<file path="config.mk">
export PLATFORM = sky130hd
export DESIGN_NAME = i2c_master_byte_sequencer
export DESIGN_NICKNAME = d
export VERILOG_FILES = /design/src/rtl/i2c_master_byte_sequencer.sv
export SDC_FILE = /design/constraint.sdc
export NUM_CORES = 1
export LEC_CHECK = 0
export ABC_CLOCK_PERIOD_IN_PS = 2000
export CAP_MARGIN = 20
export CORE_ASPECT_RATIO = 0.75
export CORE_MARGIN = 1.5
export CORE_UTILIZATION = 40
export CTS_BUF_LIST = sky130_fd_sc_hd__clkbuf_4 sky130_fd_sc_hd__clkbuf_8 sky130_fd_sc_hd__clkbuf_16
export CTS_CLUSTER_DIAMETER = 50
export CTS_CLUSTER_SIZE = 20
export DETAILED_ROUTE_END_ITERATION = 8
export SLEW_MARGIN = 10
export SYNTH_ARGS = -nofsm -noshare
export SYNTH_HDL_FRONTEND = slang
export SYNTH_SLANG_ARGS = --single-unit
</file>
<file path="constraint.sdc">
create_clock -name clk -period 2 [get_ports clk]
set_clock_uncertainty 0.2 [all_clocks]
set_input_delay 0.4 -clock clk [delete_from_list [all_inputs] [get_ports clk]]
set_output_delay 0.4 -clock clk [all_outputs]
set_load 0.01 [all_outputs]
</file>
<file path="src/rtl/i2c_master_byte_sequencer.sv">
// i2c_master_byte_sequencer
//   Sits between a byte-level command/response stream and the I2C master bit
//   timer. Each accepted command runs exactly one byte on the bus: the
//   sequencer owns the byte shift register, enables the timer for the byte,
//   drives SDA during data bits, and returns one response per command.
//
//   Optional feature (macro I2C_SEQ_ARB_CHECK_EN): during a TX byte, every
//   shift_strobe compares the bus (SDA_sync) with the bit being sent. A
//   released '1' that reads back as '0' means another master won
//   arbitration; the byte ends early with rsp_abort=1 and rsp_arb_lost=1.
//   Without the macro no compare logic exists and rsp_arb_lost is tied 0.
//
// Ports
//   clk, rst                    clock, synchronous active-high reset
//   cmd_valid/cmd_ready         command handshake; cmd_rx, cmd_data, cmd_nack
//   rsp_valid/rsp_ready         response handshake; rsp_data, rsp_ack,
//                               rsp_abort, rsp_timeout, rsp_arb_lost
//   byte_count                  bytes completed without abort/timeout (wraps)
//   timer_active, direction,
//   should_nack                 control to the bit timer
//   shift_strobe, byte_complete,
//   ack, ack_gen, abort         status from the bit timer
//   SDA_sync, SDA_out           synchronised SDA in, open-drain SDA drive out
//
// Parameters
//   BYTE_CNT_W   width of byte_count
//   WDOG_CYCLES  clk cycles allowed in ACTIVE before a timeout (0 = off)

module i2c_master_byte_sequencer #(
  parameter int unsigned BYTE_CNT_W  = 8,
  parameter int unsigned WDOG_CYCLES = 65535
) (
  input  logic                  clk,
  input  logic                  rst,
  input  logic                  cmd_valid,
  output logic                  cmd_ready,
  input  logic                  cmd_rx,
  input  logic [7:0]            cmd_data,
  input  logic                  cmd_nack,
  output logic                  rsp_valid,
  input  logic                  rsp_ready,
  output logic [7:0]            rsp_data,
  output logic                  rsp_ack,
  output logic                  rsp_abort,
  output logic                  rsp_timeout,
  output logic                  rsp_arb_lost,
  output logic [BYTE_CNT_W-1:0] byte_count,
  output logic                  timer_active,
  output logic                  direction,
  output logic                  should_nack,
  input  logic                  shift_strobe,
  input  logic                  byte_complete,
  input  logic                  ack,
  input  logic                  ack_gen,
  input  logic                  abort,
  input  logic                  SDA_sync,
  output logic                  SDA_out
);

  typedef enum logic [1:0] {
    IDLE   = 2'd0,
    ACTIVE = 2'd1,
    RESP   = 2'd2
  } state_e;

  // The watchdog counts 0 .. WDOG_CYCLES-1, so it fires on the
  // WDOG_CYCLES-th cycle spent in ACTIVE.
  localparam int unsigned WDOG_W = (WDOG_CYCLES > 1) ? $clog2(WDOG_CYCLES) : 1;
  localparam logic [WDOG_W-1:0] WDOG_LAST =
    WDOG_W'((WDOG_CYCLES > 0) ? (WDOG_CYCLES - 1) : 0);

  state_e                  state_q, state_d;
  logic                    cmd_ready_q, cmd_ready_d;
  logic                    timer_active_q, timer_active_d;
  logic                    direction_q, direction_d;
  logic                    should_nack_q, should_nack_d;
  logic [7:0]              shift_reg_q, shift_reg_d;
  logic [WDOG_W-1:0]       wdog_q, wdog_d;
  logic [BYTE_CNT_W-1:0]   byte_count_q, byte_count_d;
  logic                    rsp_valid_q, rsp_valid_d;
  logic [7:0]              rsp_data_q, rsp_data_d;
  logic                    rsp_ack_q, rsp_ack_d;
  logic                    rsp_abort_q, rsp_abort_d;
  logic                    rsp_timeout_q, rsp_timeout_d;
`ifdef I2C_SEQ_ARB_CHECK_EN
  logic                    arb_lost_q, arb_lost_d;
`endif

  logic [7:0] shift_next;
  logic       arb_hit;
  logic       wdog_hit;

  always_comb begin
    // NOTE: every signal written here gets a default first, so no path
    // through the case statement can leave one unassigned and infer a latch.
    state_d        = state_q;
    cmd_ready_d    = cmd_ready_q;
    timer_active_d = timer_active_q;
    direction_d    = direction_q;
    should_nack_d  = should_nack_q;
    shift_reg_d    = shift_reg_q;
    wdog_d         = wdog_q;
    byte_count_d   = byte_count_q;
    rsp_valid_d    = rsp_valid_q;
    rsp_data_d     = rsp_data_q;
    rsp_ack_d      = rsp_ack_q;
    rsp_abort_d    = rsp_abort_q;
    rsp_timeout_d  = rsp_timeout_q;
`ifdef I2C_SEQ_ARB_CHECK_EN
    arb_lost_d     = arb_lost_q;
`endif

    // TX refills with 1s so SDA is released for the slave's ACK slot;
    // RX shifts the bus in MSB-first.
    shift_next = shift_reg_q;
    if (shift_strobe) begin
      shift_next = {shift_reg_q[6:0], direction_q ? SDA_sync : 1'b1};
    end

    arb_hit = 1'b0;
`ifdef I2C_SEQ_ARB_CHECK_EN
    arb_hit = !direction_q && shift_strobe && shift_reg_q[7] && !SDA_sync;
`endif

    wdog_hit = (WDOG_CYCLES != 0) && (wdog_q == WDOG_LAST);

    unique case (state_q)
      IDLE: begin
        if (cmd_valid && cmd_ready_q) begin
          state_d        = ACTIVE;
          cmd_ready_d    = 1'b0;
          timer_active_d = 1'b1;
          direction_d    = cmd_rx;
          should_nack_d  = cmd_rx && cmd_nack;
          shift_reg_d    = cmd_rx ? 8'hFF : cmd_data;
          wdog_d         = '0;
        end
      end

      ACTIVE: begin
        shift_reg_d = shift_next;
        wdog_d      = wdog_q + WDOG_W'(1);
        // Priority: timer abort / arbitration loss, then normal completion,
        // then watchdog. The response captures the post-shift register.
        if (abort || arb_hit || byte_complete || wdog_hit) begin
          state_d        = RESP;
          timer_active_d = 1'b0;
          rsp_valid_d    = 1'b1;
          rsp_data_d     = shift_next;
          if (abort || arb_hit) begin
            rsp_abort_d = 1'b1;
`ifdef I2C_SEQ_ARB_CHECK_EN
            arb_lost_d  = arb_hit;
`endif
          end else if (byte_complete) begin
            rsp_ack_d    = direction_q ? !should_nack_q : ack;
            byte_count_d = byte_count_q + BYTE_CNT_W'(1);
          end else begin
            rsp_timeout_d = 1'b1;
          end
        end
      end

      RESP: begin
        // cmd_ready rises only after the handshake edge, so a command can
        // never be taken in the same cycle the response is consumed.
        if (rsp_ready) begin
          state_d       = IDLE;
          cmd_ready_d   = 1'b1;
          rsp_valid_d   = 1'b0;
          rsp_data_d    = 8'h00;
          rsp_ack_d     = 1'b0;
          rsp_abort_d   = 1'b0;
          rsp_timeout_d = 1'b0;
`ifdef I2C_SEQ_ARB_CHECK_EN
          arb_lost_d    = 1'b0;
`endif
        end
      end

      default: state_d = IDLE;
    endcase
  end

  always_ff @(posedge clk) begin
    // NOTE: sequential state uses non-blocking assignments so every flop
    // samples the pre-edge values regardless of statement order.
    if (rst) begin
      state_q        <= IDLE;
      cmd_ready_q    <= 1'b1;
      timer_active_q <= 1'b0;
      direction_q    <= 1'b0;
      should_nack_q  <= 1'b0;
      shift_reg_q    <= 8'hFF;
      wdog_q         <= '0;
      byte_count_q   <= '0;
      rsp_valid_q    <= 1'b0;
      rsp_data_q     <= 8'h00;
      rsp_ack_q      <= 1'b0;
      rsp_abort_q    <= 1'b0;
      rsp_timeout_q  <= 1'b0;
`ifdef I2C_SEQ_ARB_CHECK_EN
      arb_lost_q     <= 1'b0;
`endif
    end else begin
      state_q        <= state_d;
      cmd_ready_q    <= cmd_ready_d;
      timer_active_q <= timer_active_d;
      direction_q    <= direction_d;
      should_nack_q  <= should_nack_d;
      shift_reg_q    <= shift_reg_d;
      wdog_q         <= wdog_d;
      byte_count_q   <= byte_count_d;
      rsp_valid_q    <= rsp_valid_d;
      rsp_data_q     <= rsp_data_d;
      rsp_ack_q      <= rsp_ack_d;
      rsp_abort_q    <= rsp_abort_d;
      rsp_timeout_q  <= rsp_timeout_d;
`ifdef I2C_SEQ_ARB_CHECK_EN
      arb_lost_q     <= arb_lost_d;
`endif
    end
  end

  assign cmd_ready    = cmd_ready_q;
  assign timer_active = timer_active_q;
  assign direction    = direction_q;
  assign should_nack  = should_nack_q;
  assign byte_count   = byte_count_q;
  assign rsp_valid    = rsp_valid_q;
  assign rsp_data     = rsp_data_q;
  assign rsp_ack      = rsp_ack_q;
  assign rsp_abort    = rsp_abort_q;
  assign rsp_timeout  = rsp_timeout_q;
`ifdef I2C_SEQ_ARB_CHECK_EN
  assign rsp_arb_lost = arb_lost_q;
`else
  assign rsp_arb_lost = 1'b0;
`endif

  // SDA is released outside ACTIVE. During RX the master only drives the
  // ACK slot, and ack_gen already encodes whether an ACK is wanted there.
  assign SDA_out = (state_q != ACTIVE) ? 1'b1 :
                   direction_q         ? !ack_gen :
                                         shift_reg_q[7];

endmodule

</file>
### Yosys cells after proc, flatten, opt, wreduce, memory -nomap -nowiden

Index checks and enable logic that the tools add are counted.

* add/sub/neg operators: 2
* eq/ne operators: 11
* bitwise logic cells: 1
* reduce and logical (&&, ||, !) cells: 20
* multiplexer cells: 37

Operators with widths (count)
* 2-to-1 mux 8 bit: 5
* one-hot mux 16 bit (2 select lines): 1
* one-hot mux 8 bit (2 select lines): 2
* 2-to-1 mux 1 bit: 18
* adder 16 x 1 -> 16 bit, second input constant: 1
* equality test 16 bit, second input constant: 1
* 2-to-1 mux 16 bit: 1
* != test 2 bit, second input constant: 7
* one-hot mux 1 bit (2 select lines): 6
* AND reduction 3 bit: 4
* AND reduction 5 bit: 2
* adder 8 x 1 -> 8 bit, second input constant: 1
* AND reduction 4 bit: 2
* 2-to-1 mux 2 bit: 3
* one-hot mux 2 bit (3 select lines): 1
* nonzero test 2 bit: 3
* AND reduction 2 bit: 2
* equality test 2 x 1 -> 1 bit, second input constant: 1
* equality test 2 bit, second input constant: 1
* logical AND 1 bit: 2
* zero test 1 bit: 2
* zero test 2 bit: 1
* logical OR 1 bit: 2
* != test 2 x 1 -> 1 bit, second input constant: 1
* NOT 1 bit: 1

* register bits after elaboration: 50
* word-level logic and storage cells: 84

### Depth between registers and ports, before layout

Gate-level depths: netlist of run 1.

* depth in word-level cells: 6
* mapped depth: 6
* depth with buffers taken out: 6

### Worst setup path before layout of run 1

OpenSTA, ideal clock, no wires.

* path type: register -> register
* start point: register wdog_q[0]
* end point: register wdog_q[12]
* arrival: 1420 ps
* buffers on the path: 1
* cell stages (with the launch flop): 7
* required time: 1735 ps
* setup slack: 315 ps
* period minus slack after synthesis: 1685 ps
* cells stage by stage: dfxtp_1 > ha_1 > nand3b_1 > buf_2 > nor4_1 > mux2_2 > nor2_1

* word-level cells in the longest chain between the ends: 2

Ends and longest elaborated chain
* from (decl): RTL line 78 `logic [WDOG_W-1:0] wdog_q, wdog_d;`
* from (signal assigned): RTL line 212 `wdog_q <= wdog_d;`
* adder 16 x 1 -> 16 bit: RTL line 142 `wdog_d = wdog_q + WDOG_W'(1);`
* one-hot mux 16 bit (2 select lines): RTL line 127 `unique case (state_q)`

Every way passes these cells.
A chain may end at the register's enable or synchronous reset.

### Final worst setup path of run 1

* start point: register cmd_ready_q, in the netlist cmd_ready
* end point: output cmd_ready

RTL lines
* from (decl): RTL line 73 `logic cmd_ready_q, cmd_ready_d;`
* from (signal assigned): RTL line 207 `cmd_ready_q <= cmd_ready_d;`
* to (decl): RTL line 36 `output logic cmd_ready,`

No word-level cell between the ends.

==> results of run 1 <==
[through the flow]
stage / cells / hold slack [ns] / instance area (um2) / setup TNS (ns)
final: 398 / 0.273 / 3170 / 0
after global routing: 398 / 0.290 / 3170 / 0
after CTS: 398 / 0.274 / 3160 / 0
after detailed placement: 390 / 0.251 / 3050 / -3.20
after global placement: 390 / 0.244 / 3050 / -2.82
after floorplan: 259 / 0.256 / 2390 / 0
[power by group through the flow]
stage | combinational, uW | sequential [uW] | clock [uW]
5_1_grt | 399 | 1100 | 796
4_1_cts | 363 | 1090 | 756
2_1_floorplan | 180 | 1120 | 0
3_3_place_gp | 360 | 1110 | 0
3_5_place_dp | 362 | 1110 | 0
6_report | 361 | 1090 | 738
[flip-flops by register name (all words and copies together) (netlist names)]
name,flops
wdog_q,16
byte_count,8
rsp_data,8
shift_reg_q,8
state_q,2
cmd_ready,1
direction,1
rsp_abort,1
rsp_ack,1
rsp_timeout,1
rsp_valid,1
should_nack,1
timer_active,1
[synth_stat cells, types with 2 or more instances]
library cell	instances
nand4b_1	2
dfxtp_1	50
buf_4	2
nand3b_1	2
mux2i_1	9
o21ai_0	11
ha_1	3
or3_1	2
o211ai_1	2
and3_1	3
nand2_1	26
and2_1	2
nand3_1	6
o22ai_1	2
inv_1	8
buf_1	2
a21oi_1	17
mux2_1	3
o2bb2ai_1	8
mux2_2	2
or4_1	3
nand4_1	7
o21ai_1	2
buf_2	4
nand4_4	2
a31oi_1	2
o311ai_0	2
nor4_1	2
clkbuf_1	8
o2111ai_1	8
xor2_1	6
nand2b_1	4
nor4_4	2
nor2_1	22
[final cells by class]
type                            instances  area, um2
Clock buffer                            7       83.8
Clock inverter                          1       30.0
Fill cell                             534       2630
Inverter                                8       30.0
Multi-Input combinational cell        184       1270
Sequential cell                        50       1000
Tap cell                               78       97.6
Timing Repair Buffer                   70        647
[worst min-delay path by stage]
| stage | from | endpoint | slack, ns | cells after the start |
|---|---|---|---|---|
| floorplan | shift_reg_q[1] | shift_reg_q[1] | 0.26 | 2 |
| global placement | rsp_valid | rsp_valid | 0.24 | 2 |
| detailed placement | rsp_data[0] | rsp_data[0] | 0.25 | 1 |
| CTS | rsp_data[1] | rsp_data[1] | 0.27 | 1 |
| global route | rsp_data[0] | rsp_data[0] | 0.29 | 1 |
| finish | rsp_data[3] | rsp_data[3] | 0.27 | 1 |
[logic make-up after synthesis]
logic type,count (synthesis),share of synthesized area [%]
adder cells (fa/ha/maj),3,1.57
AO/OA/AOI/OAI,63,18.5
other,1,0.157
AND/OR/NAND/NOR,96,24.3
XOR/XNOR,7,2.57
buffers and inverters,25,4.77
multiplexers,14,6.14
flip-flops,50,42.0
[metal layers]
layer  vias up  share of wire, %  GRT usage, %
met5         -                 0             0
met2        46                42          26.4
met4         0               1.4          6.67
met1       997                52          28.2
met3         6               4.6          3.70
li1       1068                 -             -
[timing repair]
item,in CTS,in global routing
resized for setup,3,1
gates cloned,0,0
setup endpoints to repair,1,7
hold endpoints to repair,0,0
pin swaps,0,0
==> results_dict.tcl, run 1 <==
set metrics [dict create \
    coreArea_um2 5800 \
    min_path_type "flip-flop to flip-flop" \
    power_frac_comb_pct 16.5 \
    timing.final.ws_setup_ns 0.0789 \
    cts_setup_buffers 0 \
    grt_usage_pct 18.8 \
    switching_share_pct 25.4 \
    mostFrequentLayoutCells "dfxtp_1 (49), clkdlybuf4s50_1 (43), nand2_1 (26)" \
    ctsHoldBuffers 0 \
    power_frac_clock_pct 33.7 \
    yosysSeqAreaShare_pct 42.0 \
    synthToLayoutAreaGrowth_pct 32.7 \
    synthCells 259 \
    synth_nets 282 \
    pre_cts_slack_ns -0.312 \
    end_kind "output port" \
    slowest_stage "clkdlybuf4s50_1" \
    peakVddDrop_mv 0.350 \
    max_freq_ghz 0.521 \
    worstSetupPathType "flip-flop to output port" \
    power.switching_uw 557 \
    critical-path-top-delay-family "buffers and inverters" \
    ys_ff_latch 50 \
    synth_area_um2 2390 \
    n_antenna_cell 0 \
    status "finished clean" \
    cts.sinks 50 \
    synth_flop_cell "dfxtp_1" \
    rrSetupSlack_ns 0.15 \
    p_leak_uw 0.00121 \
    crit_chain "clkdlybuf4s50_1" \
    synth_warnings 0 \
    cts_inserted_buffers 5 \
    avgViaCountPerCell 5.32 \
    drt_iter0_markers 112 \
    antenna_found_initial 0 \
    drc 0 \
    r2r-start "wdog_q[1]" \
    pwr-share-seq_pct 49.8 \
    setup_violations 0 \
    vias 2117 \
    setup.worst_path.start_class "flip-flop" \
    syn_avg_cell_area_um2 9.21 \
    post-route-util_pct 54.6 \
    wl_mm 5.69 \
    rsz0062_at_grt "no" \
    r2r_cells 5 \
    critPathMaxFanout 6 \
    intPower_uw 1640 \
    synth_edf_count 0 \
    fin_crit_ns 1.92 \
    dieHeight_um 69.9 \
    initial_utilization_pct 41.2 \
    cts_max_path_buffers 2 \
    crit_required_ns 1.40 \
    io_pins 46 \
    io_buffers 44 \
    die_area_um2 6440 \
    grt_pass1_wl_mm 9.58 \
    max_stage_delay_ns 0.58 \
    clkTransAtPathRegs_ns 0.09 \
    ant_nets 0 \
    synth_area_leaders "dfxtp_1 (42%), nand2_1 (4.1%), mux2i_1 (3.8%)" \
    clk_latency_ns 0.30 \
    first_pass_iters 4 \
    placementRows 24 \
    synth_top_area_share_pct 42.0 \
    grt_max_degree 31 \
    dp_hpwl_mm 4.13 \
    crit_path_start "cmd_ready" \
    htreeDepth 2 \
    endpoint "cmd_ready" \
    layout.nets 342 \
    maxCapViolCount 0 \
    total_power_uw 2190 \
    power_density_nw_per_um2 693 \
    grt_pass1_vias 1973 \
    drive_gt1_share_pct 15.9 \
    place_congestion 0.746 \
    finalHoldViolCount 0 \
    cts_root_buf "clkbuf_8" \
    cts_tree "done" \
    worst_r2r_endpoint "wdog_q[12]" \
    synth-async-reset-ratio_pct 0 \
    ys_types 57 \
    synth.largest_area_cell "dfxtp_1" \
    fin_crit_sh_pct 96.1 \
    die_w_um 92.2 \
    overflow 0 \
    arrival_ns 1.32 \
    wl_per_cell_um 14.3 \
    slew_viol_final 0 \
    path_buf_inv 1 \
    cp.depth 1 \
    final_common_cell "dfxtp_1" \
]
Note: power is estimated with default switching activity, not from simulation.
==> run 2, diff against run 1 <==
--- a/config.mk
+++ b/config.mk
@@ -6,7 +6,7 @@
 export NUM_CORES = 1
 export LEC_CHECK = 0
 export ABC_CLOCK_PERIOD_IN_PS = 2000
-export CAP_MARGIN = 20
+export CAP_MARGIN = 0
 export CORE_ASPECT_RATIO = 0.75
 export CORE_MARGIN = 1.5
 export CORE_UTILIZATION = 40
==> results of run 2 <==
The final DEF is identical to that of run 1; final timing and power are the same.
